## src/rtl/tcp_conn_ctrl.sv

```systemverilog
// tcp_conn_ctrl
//   Receive-side controller for a single passive-open TCP connection. It
//   consumes parsed segment metadata, runs the LISTEN / SYN_RCVD /
//   ESTABLISHED / LAST_ACK state machine, and tracks rcv_nxt and snd_nxt.
//   It gives a one-cycle accept/drop verdict per consumed segment and issues
//   control segments (SYN|ACK, ACK, FIN|ACK, RST|ACK) to the TX builder.
//   SYN|ACK and FIN|ACK are retransmitted when the retransmit timer expires.
//
// Ports
//   clk, rst            clock, asynchronous active-high reset
//   meta_*              segment metadata from the header parser (valid/ready)
//   rx_window           local receive window, sampled when a request is issued
//   app_abort           level request to reset the connection with RST|ACK
//   tx_req_valid/ready  control segment request handshake to the TX builder
//   tx_*                registered request fields, stable while tx_req_valid
//   verdict_valid/accept one-cycle payload verdict per consumed segment
//   conn_state          LISTEN=0, SYN_RCVD=1, ESTABLISHED=2, LAST_ACK=3
//   peer_window         last window advertised by the peer
module tcp_conn_ctrl #(
   parameter logic [15:0] LOCAL_PORT  = 16'd80,
   parameter logic [31:0] ISS         = 32'h0000_1000,
   parameter int unsigned RTO_CYCLES  = 1000000,
   parameter int unsigned MAX_RETRIES = 3
) (
   input  logic        clk,
   input  logic        rst,
   input  logic        meta_valid,
   output logic        meta_ready,
   input  logic [15:0] meta_src_port,
   input  logic [15:0] meta_dst_port,
   input  logic [31:0] meta_seq_num,
   input  logic [31:0] meta_ack_num,
   input  logic [7:0]  meta_flags,
   input  logic [15:0] meta_window_size,
   input  logic [15:0] meta_payload_len,
   input  logic [15:0] rx_window,
   input  logic        app_abort,
   output logic        tx_req_valid,
   input  logic        tx_req_ready,
   output logic [7:0]  tx_flags,
   output logic [31:0] tx_seq,
   output logic [31:0] tx_ack,
   output logic [15:0] tx_src_port,
   output logic [15:0] tx_dst_port,
   output logic [15:0] tx_window,
   output logic        verdict_valid,
   output logic        verdict_accept,
   output logic [1:0]  conn_state,
   output logic [15:0] peer_window
);

   typedef enum logic [1:0] {
      LISTEN      = 2'd0,
      SYN_RCVD    = 2'd1,
      ESTABLISHED = 2'd2,
      LAST_ACK    = 2'd3
   } state_e;

   localparam logic [7:0]  F_FIN       = 8'h01;
   localparam logic [7:0]  F_SYN       = 8'h02;
   localparam logic [7:0]  F_RST       = 8'h04;
   localparam logic [7:0]  F_ACK       = 8'h10;
   localparam logic [31:0] RTO_LAST    = 32'(RTO_CYCLES - 1);
   localparam logic [7:0]  MAX_RETRY_W = 8'(MAX_RETRIES);

   state_e      state_q, state_d;
   logic [31:0] snd_nxt_q, snd_nxt_d;
   logic [31:0] rcv_nxt_q, rcv_nxt_d;
   logic [31:0] timer_q, timer_d;
   logic [15:0] peer_port_q, peer_port_d;
   logic [15:0] peer_window_q, peer_window_d;
   logic [7:0]  retry_q, retry_d;
   logic        tx_req_valid_q, tx_req_valid_d;
   logic [7:0]  tx_flags_q, tx_flags_d;
   logic [31:0] tx_seq_q, tx_seq_d;
   logic [31:0] tx_ack_q, tx_ack_d;
   logic [15:0] tx_src_port_q, tx_src_port_d;
   logic [15:0] tx_dst_port_q, tx_dst_port_d;
   logic [15:0] tx_window_q, tx_window_d;
   logic        verdict_valid_q, verdict_valid_d;
   logic        verdict_accept_q, verdict_accept_d;

   logic        consume, abort_go, timing, expire;
   logic        seg_fin, seg_syn, seg_rst, seg_ack;
   logic        issue;
   logic [7:0]  issue_flags;
   logic [31:0] issue_seq, issue_ack;
   logic [31:0] seg_len;
   logic        unused_flags;

   assign seg_fin      = meta_flags[0];
   assign seg_syn      = meta_flags[1];
   assign seg_rst      = meta_flags[2];
   assign seg_ack      = meta_flags[4];
   assign unused_flags = ^{meta_flags[7:5], meta_flags[3]};

   // A pending request or a pending abort stalls the metadata stream.
   assign meta_ready = !rst && !tx_req_valid_q && !(app_abort && (state_q != LISTEN));
   assign consume    = meta_valid && meta_ready;
   assign abort_go   = app_abort && (state_q != LISTEN) && !tx_req_valid_q;
   assign timing     = ((state_q == SYN_RCVD) || (state_q == LAST_ACK)) && !tx_req_valid_q;
   assign expire     = timing && (timer_q == RTO_LAST);

   always_comb begin
      state_d          = state_q;
      snd_nxt_d        = snd_nxt_q;
      rcv_nxt_d        = rcv_nxt_q;
      timer_d          = timer_q;
      peer_port_d      = peer_port_q;
      peer_window_d    = peer_window_q;
      retry_d          = retry_q;
      tx_req_valid_d   = tx_req_valid_q;
      tx_flags_d       = tx_flags_q;
      tx_seq_d         = tx_seq_q;
      tx_ack_d         = tx_ack_q;
      tx_src_port_d    = tx_src_port_q;
      tx_dst_port_d    = tx_dst_port_q;
      tx_window_d      = tx_window_q;
      verdict_valid_d  = consume;
      verdict_accept_d = 1'b0;
      issue            = 1'b0;
      issue_flags      = '0;
      issue_seq        = '0;
      issue_ack        = '0;
      seg_len          = {16'd0, meta_payload_len};

      if (tx_req_valid_q && tx_req_ready) begin
         tx_req_valid_d = 1'b0;
      end
      if (timing) begin
         timer_d = expire ? '0 : timer_q + 32'd1;
      end

      // Priority: abort, then segment consume, then timer expiry. A consume
      // coinciding with expiry only resets the timer (handled above).
      if (abort_go) begin
         issue       = 1'b1;
         issue_flags = F_RST | F_ACK;
         issue_seq   = snd_nxt_q;
         issue_ack   = rcv_nxt_q;
         state_d     = LISTEN;
      end else if (consume) begin
         if ((meta_dst_port != LOCAL_PORT) ||
             ((state_q != LISTEN) && (meta_src_port != peer_port_q))) begin
            // foreign segment: dropped silently
         end else if ((state_q != LISTEN) && seg_rst) begin
            state_d = LISTEN;
         end else begin
            case (state_q)
               LISTEN: begin
                  if (seg_syn && !seg_ack) begin
                     peer_port_d = meta_src_port;
                     rcv_nxt_d   = meta_seq_num + 32'd1;
                     snd_nxt_d   = ISS + 32'd1;
                     issue       = 1'b1;
                     issue_flags = F_SYN | F_ACK;
                     issue_seq   = ISS;
                     issue_ack   = meta_seq_num + 32'd1;
                     state_d     = SYN_RCVD;
                  end
               end
               SYN_RCVD, ESTABLISHED: begin
                  // The ACK completing the handshake carries on through the
                  // established rules so its payload/FIN is not lost.
                  if ((state_q == ESTABLISHED) || (seg_ack && (meta_ack_num == snd_nxt_q))) begin
                     state_d       = ESTABLISHED;
                     peer_window_d = meta_window_size;
                     if (meta_seq_num != rcv_nxt_q) begin
                        issue       = 1'b1;
                        issue_flags = F_ACK;
                        issue_seq   = snd_nxt_q;
                        issue_ack   = rcv_nxt_q;
                     end else if (seg_fin) begin
                        verdict_accept_d = (meta_payload_len != '0);
                        rcv_nxt_d        = rcv_nxt_q + seg_len + 32'd1;
                        issue            = 1'b1;
                        issue_flags      = F_FIN | F_ACK;
                        issue_seq        = snd_nxt_q;
                        issue_ack        = rcv_nxt_q + seg_len + 32'd1;
                        snd_nxt_d        = snd_nxt_q + 32'd1;
                        state_d          = LAST_ACK;
                     end else if (meta_payload_len != '0) begin
                        verdict_accept_d = 1'b1;
                        rcv_nxt_d        = rcv_nxt_q + seg_len;
                        issue            = 1'b1;
                        issue_flags      = F_ACK;
                        issue_seq        = snd_nxt_q;
                        issue_ack        = rcv_nxt_q + seg_len;
                     end
                  end
               end
               LAST_ACK: begin
                  if (seg_ack && (meta_ack_num == snd_nxt_q)) begin
                     state_d = LISTEN;
                  end
               end
               default: ;
            endcase
         end
      end else if (expire) begin
         retry_d = retry_q + 8'd1;
         if (retry_q < MAX_RETRY_W) begin
            // tx_* still hold the last control segment; just re-raise valid.
            tx_req_valid_d = 1'b1;
            tx_window_d    = rx_window;
         end else begin
            state_d = LISTEN;
         end
      end

      if (issue) begin
         tx_req_valid_d = 1'b1;
         tx_flags_d     = issue_flags;
         tx_seq_d       = issue_seq;
         tx_ack_d       = issue_ack;
         tx_src_port_d  = LOCAL_PORT;
         tx_dst_port_d  = peer_port_d;
         tx_window_d    = rx_window;
      end

      if (state_d != state_q) begin
         timer_d = '0;
         retry_d = '0;
      end
   end

   always_ff @(posedge clk or posedge rst) begin
      if (rst) begin
         state_q          <= LISTEN;
         snd_nxt_q        <= ISS;
         rcv_nxt_q        <= '0;
         timer_q          <= '0;
         peer_port_q      <= '0;
         peer_window_q    <= '0;
         retry_q          <= '0;
         tx_req_valid_q   <= 1'b0;
         tx_flags_q       <= '0;
         tx_seq_q         <= '0;
         tx_ack_q         <= '0;
         tx_src_port_q    <= '0;
         tx_dst_port_q    <= '0;
         tx_window_q      <= '0;
         verdict_valid_q  <= 1'b0;
         verdict_accept_q <= 1'b0;
      end else begin
         state_q          <= state_d;
         snd_nxt_q        <= snd_nxt_d;
         rcv_nxt_q        <= rcv_nxt_d;
         timer_q          <= timer_d;
         peer_port_q      <= peer_port_d;
         peer_window_q    <= peer_window_d;
         retry_q          <= retry_d;
         tx_req_valid_q   <= tx_req_valid_d;
         tx_flags_q       <= tx_flags_d;
         tx_seq_q         <= tx_seq_d;
         tx_ack_q         <= tx_ack_d;
         tx_src_port_q    <= tx_src_port_d;
         tx_dst_port_q    <= tx_dst_port_d;
         tx_window_q      <= tx_window_d;
         verdict_valid_q  <= verdict_valid_d;
         verdict_accept_q <= verdict_accept_d;
      end
   end

   assign tx_req_valid   = tx_req_valid_q;
   assign tx_flags       = tx_flags_q;
   assign tx_seq         = tx_seq_q;
   assign tx_ack         = tx_ack_q;
   assign tx_src_port    = tx_src_port_q;
   assign tx_dst_port    = tx_dst_port_q;
   assign tx_window      = tx_window_q;
   assign verdict_valid  = verdict_valid_q;
   assign verdict_accept = verdict_accept_q;
   assign conn_state     = state_q;
   assign peer_window    = peer_window_q;

endmodule

```

## config.mk

```make
export PLATFORM = sky130hd
export DESIGN_NAME = tcp_conn_ctrl
export DESIGN_NICKNAME = d
export VERILOG_FILES = /design/src/rtl/tcp_conn_ctrl.sv
export SDC_FILE = /design/constraint.sdc
export NUM_CORES = 1
export LEC_CHECK = 0
export ABC_AREA = 1
export ABC_CLOCK_PERIOD_IN_PS = 9600
export BUFFER_PORTS_ARGS = -buffer_cell sky130_fd_sc_hd__buf_2
export CAP_MARGIN = 10
export CORE_AREA = 8 8 166 325
export CTS_BUF_LIST = sky130_fd_sc_hd__clkbuf_8
export CTS_CLUSTER_SIZE = 8
export DETAILED_ROUTE_END_ITERATION = 12
export DIE_AREA = 0 0 174 333
export MAX_ROUTING_LAYER = met4
export PLACE_DENSITY_LB_ADDON = 0.12
export SLEW_MARGIN = 40
export SYNTH_ARGS = -nofsm -noshare
export SYNTH_HDL_FRONTEND = slang
export SYNTH_SLANG_ARGS = --single-unit
```

## constraint.sdc

```tcl
create_clock -name clk -period 9.6 [get_ports clk]
set_clock_uncertainty 0.2 [all_clocks]
set_input_delay 1.92 -clock clk [delete_from_list [all_inputs] [get_ports clk]]
set_output_delay 1.92 -clock clk [all_outputs]
set_load 0.005 [all_outputs]
```

After elaboration in Yosys (flattened, before gate mapping)
Cells that the tools add are included.
- register bits: 246
- bits of input ports: 157
- output and inout bits: 142
- word-level logic and storage cells: 172
- add/subtract/negate cells: 6
- $lt $le $gt $ge: 1
- equal/unequal tests: 18
- multiplexer cells: 95
- bitwise logic cells: 3
- reduce and logical (&&, ||, !) cells: 33
- operators by type and width (operator ; count):
    32-bit 2-to-1 mux ; 29
    32-bit case mux with 2 select lines ; 4
    16-bit 2-to-1 mux ; 11
    32-bit by 1-bit adder with 32-bit output, second input constant ; 4
    5-bit 2-to-1 mux ; 9
    32-bit by 16-bit adder with 32-bit output ; 1
    32-bit by 20-bit equality test with 1-bit output, second input constant ; 1
    32-bit equality test ; 1
    8-bit 2-to-1 mux ; 4
    32-bit inequality test ; 1
    1-bit 2-to-1 mux ; 25
    2-bit 2-to-1 mux ; 9
    9-bit AND reduction ; 2
    16-bit inequality test ; 1
    16-bit by 7-bit inequality test with 1-bit output, second input constant ; 1
    16-bit nonzero test ; 1
    13-bit 2-to-1 mux ; 1
    1-bit logical AND ; 12
    2-bit nonzero test ; 6
    5-bit case mux with 2 select lines ; 1
    8-bit by 1-bit adder with 8-bit output, second input constant ; 1
    8-bit by 2-bit < comparator with 1-bit output, second input constant ; 1
    2-bit by 1-bit inequality test with 1-bit output, second input constant ; 4
    2-bit inequality test, second input constant ; 4
    14 further kinds ; 22

Longest topological paths before layout
- depth in word-level cells: 12
- mapped depth: 25
- mapped depth without buffers: 24

Worst setup path before layout
Ideal clock, no wire load.
- path kind: input to register
- start point: input meta_payload_len[0]
- end point: register tx_ack_q[22], in the netlist tx_ack[22]
- setup time: 124 ps
- data arrival time: 4208 ps
- required time: 9276 ps
- slack: 5068 ps
- stages on the path: 19
- buffers on the path: 0
- path through: ha_1 > fa_1 > ha_1 > inv_1 > nor2_1 > nand2_1 > nor2_1 > nand2_1 > nor2_1 > nand3_1 > nor2_1 > nand3_1 > nor2_1 > xor2_1 > nand2_1 > nand2_1 > o21ai_1 > nand2_1 > nand3_1
- cells in the longest elaborated chain, start to end: 10
- elaborated cells on any way between the ends: 21
- those cells by class: 2 x add/sub; 18 x mux; 1 x reduce/logical
- ends and longest elaborated chain (what ; line ; source):
    start: declaration ; 35 ; input logic [15:0] meta_payload_len,
    32-bit by 16-bit adder with 32-bit output / 16-bit nonzero test (equally long branches) ; 179, 188, 182 ;
    32-bit by 1-bit adder with 32-bit output, or another cell as far along ; 179 ; issue_ack = rcv_nxt_q + seg_len + 32'd1;
    32-bit 2-to-1 mux / 1-bit 2-to-1 mux (equally long branches) ; 173 ; end else if (seg_fin) begin
    32-bit 2-to-1 mux / 1-bit 2-to-1 mux (equally long branches) ; 168 ; if (meta_seq_num != rcv_nxt_q) begin
    32-bit 2-to-1 mux / 1-bit 2-to-1 mux (equally long branches) ; 165 ; if ((state_q == ESTABLISHED) || (seg_ack && (meta_ack_num == snd_nxt_q))) begin
    32-bit case mux with 2 select lines / 1-bit case mux with 2 select lines (equally long branches) ; 149 ; case (state_q)
    32-bit 2-to-1 mux / 1-bit 2-to-1 mux (equally long branches) ; 146 ; end else if ((state_q != LISTEN) && seg_rst) begin
    32-bit 2-to-1 mux / 1-bit 2-to-1 mux (equally long branches) ; 143 ; if ((meta_dst_port != LOCAL_PORT) ||
    32-bit 2-to-1 mux / 1-bit 2-to-1 mux (equally long branches) ; 142 ; end else if (consume) begin
    32-bit 2-to-1 mux / 1-bit 2-to-1 mux (equally long branches) ; 136 ; if (abort_go) begin
    end signal: assignment ; 256 ; tx_ack_q <= tx_ack_d;
    end: declaration ; 76 ; logic [31:0] tx_ack_q, tx_ack_d;
Parallel ways exist; a longest one is shown, timed or not.
A chain may end at the register's enable or synchronous reset.

Final worst setup path
- start point: input meta_ack_num[19]
- end point: register tx_window_q[4], in the netlist tx_window[4]
- cells in the longest elaborated chain, start to end: 11
- elaborated cells on any way between the ends: 15
- those cells by class: 3 x eq/ne; 7 x mux; 5 x reduce/logical
- ends and longest elaborated chain (what ; line ; source):
    start: declaration ; 32 ; input logic [31:0] meta_ack_num,
    32-bit equality test * ; 165 ;
    1-bit logical AND * ; 165 ;
    1-bit logical OR * ; 165 ;
    1-bit 2-to-1 mux * ; 165 ;
    1-bit case mux with 2 select lines * ; 149 ;
    1-bit 2-to-1 mux * ; 146 ;
    1-bit 2-to-1 mux * ; 143 ;
    1-bit 2-to-1 mux * ; 142 ;
    1-bit 2-to-1 mux * ; 136 ;
    2-bit by 1-bit inequality test with 1-bit output (no line) / 2-bit nonzero test (equally long branches) ; -- ;
    4-bit AND reduction (no line) ; -- ;
    end signal: assignment ; 259 ; tx_window_q <= tx_window_d;
    end: declaration ; 79 ; logic [15:0] tx_window_q, tx_window_d;
Every way passes the cells marked *; elsewhere a longest branch is shown, timed or not.

==> impl_metrics.yaml <==
outcome:
  run_status: "completed"
clock_tree:
  cts_inserted_buffers: 41
  cts_resized: 0
  clock_h_tree_levels: 2
  cts-hold-fix-buffers: 0
  clock_tree_root_driver_cell: "sky130_fd_sc_hd__clkbuf_8"
  cts.path.max_buffers: 3
  clock_tree_from_tritoncts: "yes"
  clock-sinks: 242
  clk-insertion-delay-late_ns: 0.58
  postCtsSetupRepairBufs: 0
  clk_pin_slew_ns: 0.06
worst_setup_path:
  crit_fanout: 34
  crit_slowest_cell: "sky130_fd_sc_hd__clkinv_2"
  critical_path_required_ns: 9.84
  critical_path.endpoint_type: "flip-flop"
  critical_path.cell_chain: "buf_2 -> nand2_1 -> o21ai_0 -> nor2_1 -> nand3_1 -> nor4_1 -> nand3_1 -> nand2_1 -> nand2_1 -> nor2_4 -> a21oi_2 -> buf_4 -> nand2_2 -> clkinv_2 -> o21ai_4 -> inv_4 -> nand2_1 -> nand2_1"
  cp_slowest_stage_delay_ns: 0.69
  critical_path_class: "input port to flip-flop"
  cp-start-kind: "input port"
  worstPathArrival_ns: 6.51
  worstRegToRegCells: 15
  path_common_cell: "sky130_fd_sc_hd__nand2_1"
power:
  static-leakage-power_nw: 10.2
  power-per-cell-area_nw_per_um2: 155
  vdd.ir_drop.worst_uv: 130
  totalPowerFinal_mw: 3.09
route:
  route.final.wire_length_mm: 62.8
  drtAntennaViolNets: 0
  avgRoutedWirePerCell_microns: 18.3
  drcViolationCount: 0
  dr.pass1.iters: 6
  drt_iter0_markers: 1185
  via_count: 17116
  post_drt_via_cell_ratio: 4.99
cells_and_area:
  fraction_of_layout_instances_using_a_drive_strength_above_1_pct: 17.1
  final_core_utilization_pct: 40.1
  final_nets: 2935
  filler_cell_count: 5378
  flow.area_growth_from_synthesis_pct: 15.4
global_routing:
  initial_antenna_violation_count: 3
  grt-ovfl-total: 0
  grt_pass1_wl_mm: 98.5
  via_count_of_the_first_global_routing_pass: 17151
  grt_max_degree: 142
  global_route_usage_over_all_layers_pct: 22.0
timing:
  worst_slew_pin_slew_ns: 0.863
  maxClockFrequency_ghz: 0.159
  setup_viol_count_final: 0
  final_max_slew_viol_count: 0
  final.period_utilization_pct: 65.4
  final-hold-violation-count: 0
  worst_setup_slack_after_layout_ns: 3.32
  finalCriticalPeriod_ns: 6.28
  grt_setup_unrepaired: "false"
  slew_headroom_pct: 42.4
  fin_setup_tns_ns: 0
synthesis:
  yosysTopAreaCell: "sky130_fd_sc_hd__dfrtp_1"
  synthArstFlopShare_pct: 100
  synthesis.area_per_instance_sq_um: 6.91
  synth.top_cells.by_area: "sky130_fd_sc_hd__dfrtp_1 (35%), sky130_fd_sc_hd__nand2_1 (16%), sky130_fd_sc_hd__inv_1 (6.4%)"
  synth_cell_type_count: 61
  synthDominantCellAreaShare_pct: 35.0
  synthesized_instance_count: 2496
  flops_latches_synth: 242
  synth_enable_flop_cells: 0
  synth_seq_area_share_pct: 35.1
  synthFlopType: "sky130_fd_sc_hd__dfrtp_1"
  synthesis.area_sq_um: 17200
  synth-warning-count: 0
die:
  row_count: 116
  starting_utilization_of_the_core_area_pct: 34.7
  floorplan.die.width_microns: 174
  die-height_microns: 333
  core_area_sq_um: 49600
  die-area_sq_um: 57900
  floorplan.io_pins: 299
placement:
  pre_cts_setup_slack_ns: 2.66
  hpwl_mm: 48.2
  gp_congestion: 0.940
  portBuffers: 276
min_path:
  worstHoldPathCells: 2
  hold_path.class: "flip-flop to flip-flop"
flow_run:
  drv.max_cap_violation_count: 0
## cells by family (layout without fill, tap and decap cells)
logic type / Yosys count / in the layout / synth area share [%]
mux: 31 / 31 / 2.02
simple gates: 1350 / 1350 / 34.3
compound gates: 319 / 319 / 10.5
xor+xnor: 124 / 124 / 6.30
buf+inv: 403 / 667 / 9.78
flops: 242 / 242 / 35.1
other cells: 1 / 21 / 0.0218
fa+ha+maj: 26 / 26 / 1.93
## critical path, delay by kind of cell
family                 cells  cell delay [ns]
AND/OR/NAND/NOR           11             2.64
buffers and inverters      4             1.25
AO/OA/AOI/OAI              3             0.66
## flip-flops by register name, summed over array words and instances (netlist names)
name	cells
tx_ack	32
tx_dst_port	16
rcv_nxt_q	32
snd_nxt_q	32
timer_q	32
tx_window	16
tx_flags	4
peer_window	16
conn_state	2
tx_seq	32
verdict_accept	1
tx_src_port	1
verdict_valid	1
tx_req_valid	1
peer_port_q	16
retry_q	8
## routing by layer
layer  global-route usage, %  wire [microns]  vias to the layer above
met5                       -               0                        -
met4                    6.96            2060                        0
met1                    28.6           29200                     7887
li1                        -               -                     8558
met3                    3.98            3830                       91
met2                    34.2           27700                      580
## layout make-up
cell class | count | area (sq um) | share of cell area, %
Multi-Input combinational cell | 1868 | 9580 | 48.2
Sequential cell | 242 | 6060 | 30.5
Timing Repair Buffer | 290 | 1490 | 7.47
Inverter | 309 | 1180 | 5.93
Tap cell | 649 | 812 | 4.08
Clock buffer | 50 | 688 | 3.46
Clock inverter | 18 | 76.3 | 0.384
Antenna cell | 3 | 7.51 | 0.0378
## through the flow
| step | hold slack, ns | area [sq um] | std cells |
|---|---|---|---|
| after floorplan | 0.265 | 17300 | 2513 |
| after global placement | 0.246 | 19100 | 3358 |
| after detailed placement | 0.253 | 19100 | 3358 |
| after CTS | 0.269 | 19900 | 3426 |
| after global routing | 0.289 | 19900 | 3429 |
| final | 0.261 | 19900 | 3429 |
## where the power goes
| part | switching (mW) | internal (mW) |
|---|---|---|
| clock | 0.432 | 0.467 |
| sequential | 0.0945 | 1.16 |
| combinational | 0.629 | 0.303 |
## cell usage in the layout (no fill, tap or decap), types with 10 or more instances in the layout
| cell | count |
|---|---|
| sky130_fd_sc_hd__nand2_2 | 20 |
| sky130_fd_sc_hd__o22ai_1 | 10 |
| sky130_fd_sc_hd__nand3_2 | 11 |
| sky130_fd_sc_hd__xnor2_1 | 46 |
| sky130_fd_sc_hd__nor2_1 | 218 |
| sky130_fd_sc_hd__a21oi_1 | 76 |
| sky130_fd_sc_hd__nand2_1 | 727 |
| sky130_fd_sc_hd__inv_1 | 304 |
| sky130_fd_sc_hd__ha_1 | 25 |
| sky130_fd_sc_hd__nor2_2 | 30 |
| sky130_fd_sc_hd__nor3_1 | 70 |
| sky130_fd_sc_hd__clkbuf_8 | 50 |
| sky130_fd_sc_hd__nand4_1 | 52 |
| sky130_fd_sc_hd__xor2_1 | 78 |
| sky130_fd_sc_hd__buf_2 | 276 |
| sky130_fd_sc_hd__dfrtp_1 | 241 |
| sky130_fd_sc_hd__mux2_2 | 21 |
| sky130_fd_sc_hd__o211ai_1 | 20 |
| sky130_fd_sc_hd__conb_1 | 18 |
| sky130_fd_sc_hd__o21ai_0 | 143 |
| sky130_fd_sc_hd__a22oi_1 | 13 |
| sky130_fd_sc_hd__nand3_1 | 151 |
| sky130_fd_sc_hd__inv_2 | 15 |
| sky130_fd_sc_hd__nor4_1 | 34 |
| sky130_fd_sc_hd__o21ai_1 | 19 |
| sky130_fd_sc_hd__buf_4 | 14 |
## synthesized netlist by cell type, types with 29 or more instances
cell,count
sky130_fd_sc_hd__a21oi_1,76
sky130_fd_sc_hd__dfrtp_1,241
sky130_fd_sc_hd__nor2_2,29
sky130_fd_sc_hd__nor3_1,70
sky130_fd_sc_hd__nor2_1,220
sky130_fd_sc_hd__nand3_1,152
sky130_fd_sc_hd__buf_4,33
sky130_fd_sc_hd__o21ai_0,143
sky130_fd_sc_hd__nand4_1,52
sky130_fd_sc_hd__nand2_1,728
sky130_fd_sc_hd__xnor2_1,46
sky130_fd_sc_hd__xor2_1,78
sky130_fd_sc_hd__inv_1,293
sky130_fd_sc_hd__nor4_1,34
sky130_fd_sc_hd__clkbuf_1,32
## path summary, 6_finish.rpt
path                                  startpoint               to  slack (ns)
worst max-delay path            meta_ack_num[19]     tx_window[4]        3.32
worst min-delay path             tx_dst_port[13]  tx_dst_port[13]        0.26
worst max register to register     snd_nxt_q[12]     tx_window[4]        4.21
worst min register to register   tx_dst_port[13]  tx_dst_port[13]        0.26
max in group asynchronous                    rst       timer_q[9]        6.70
min in group asynchronous                    rst    tx_window[11]        1.26
No activity file was read; power rests on OpenSTA's default activity.
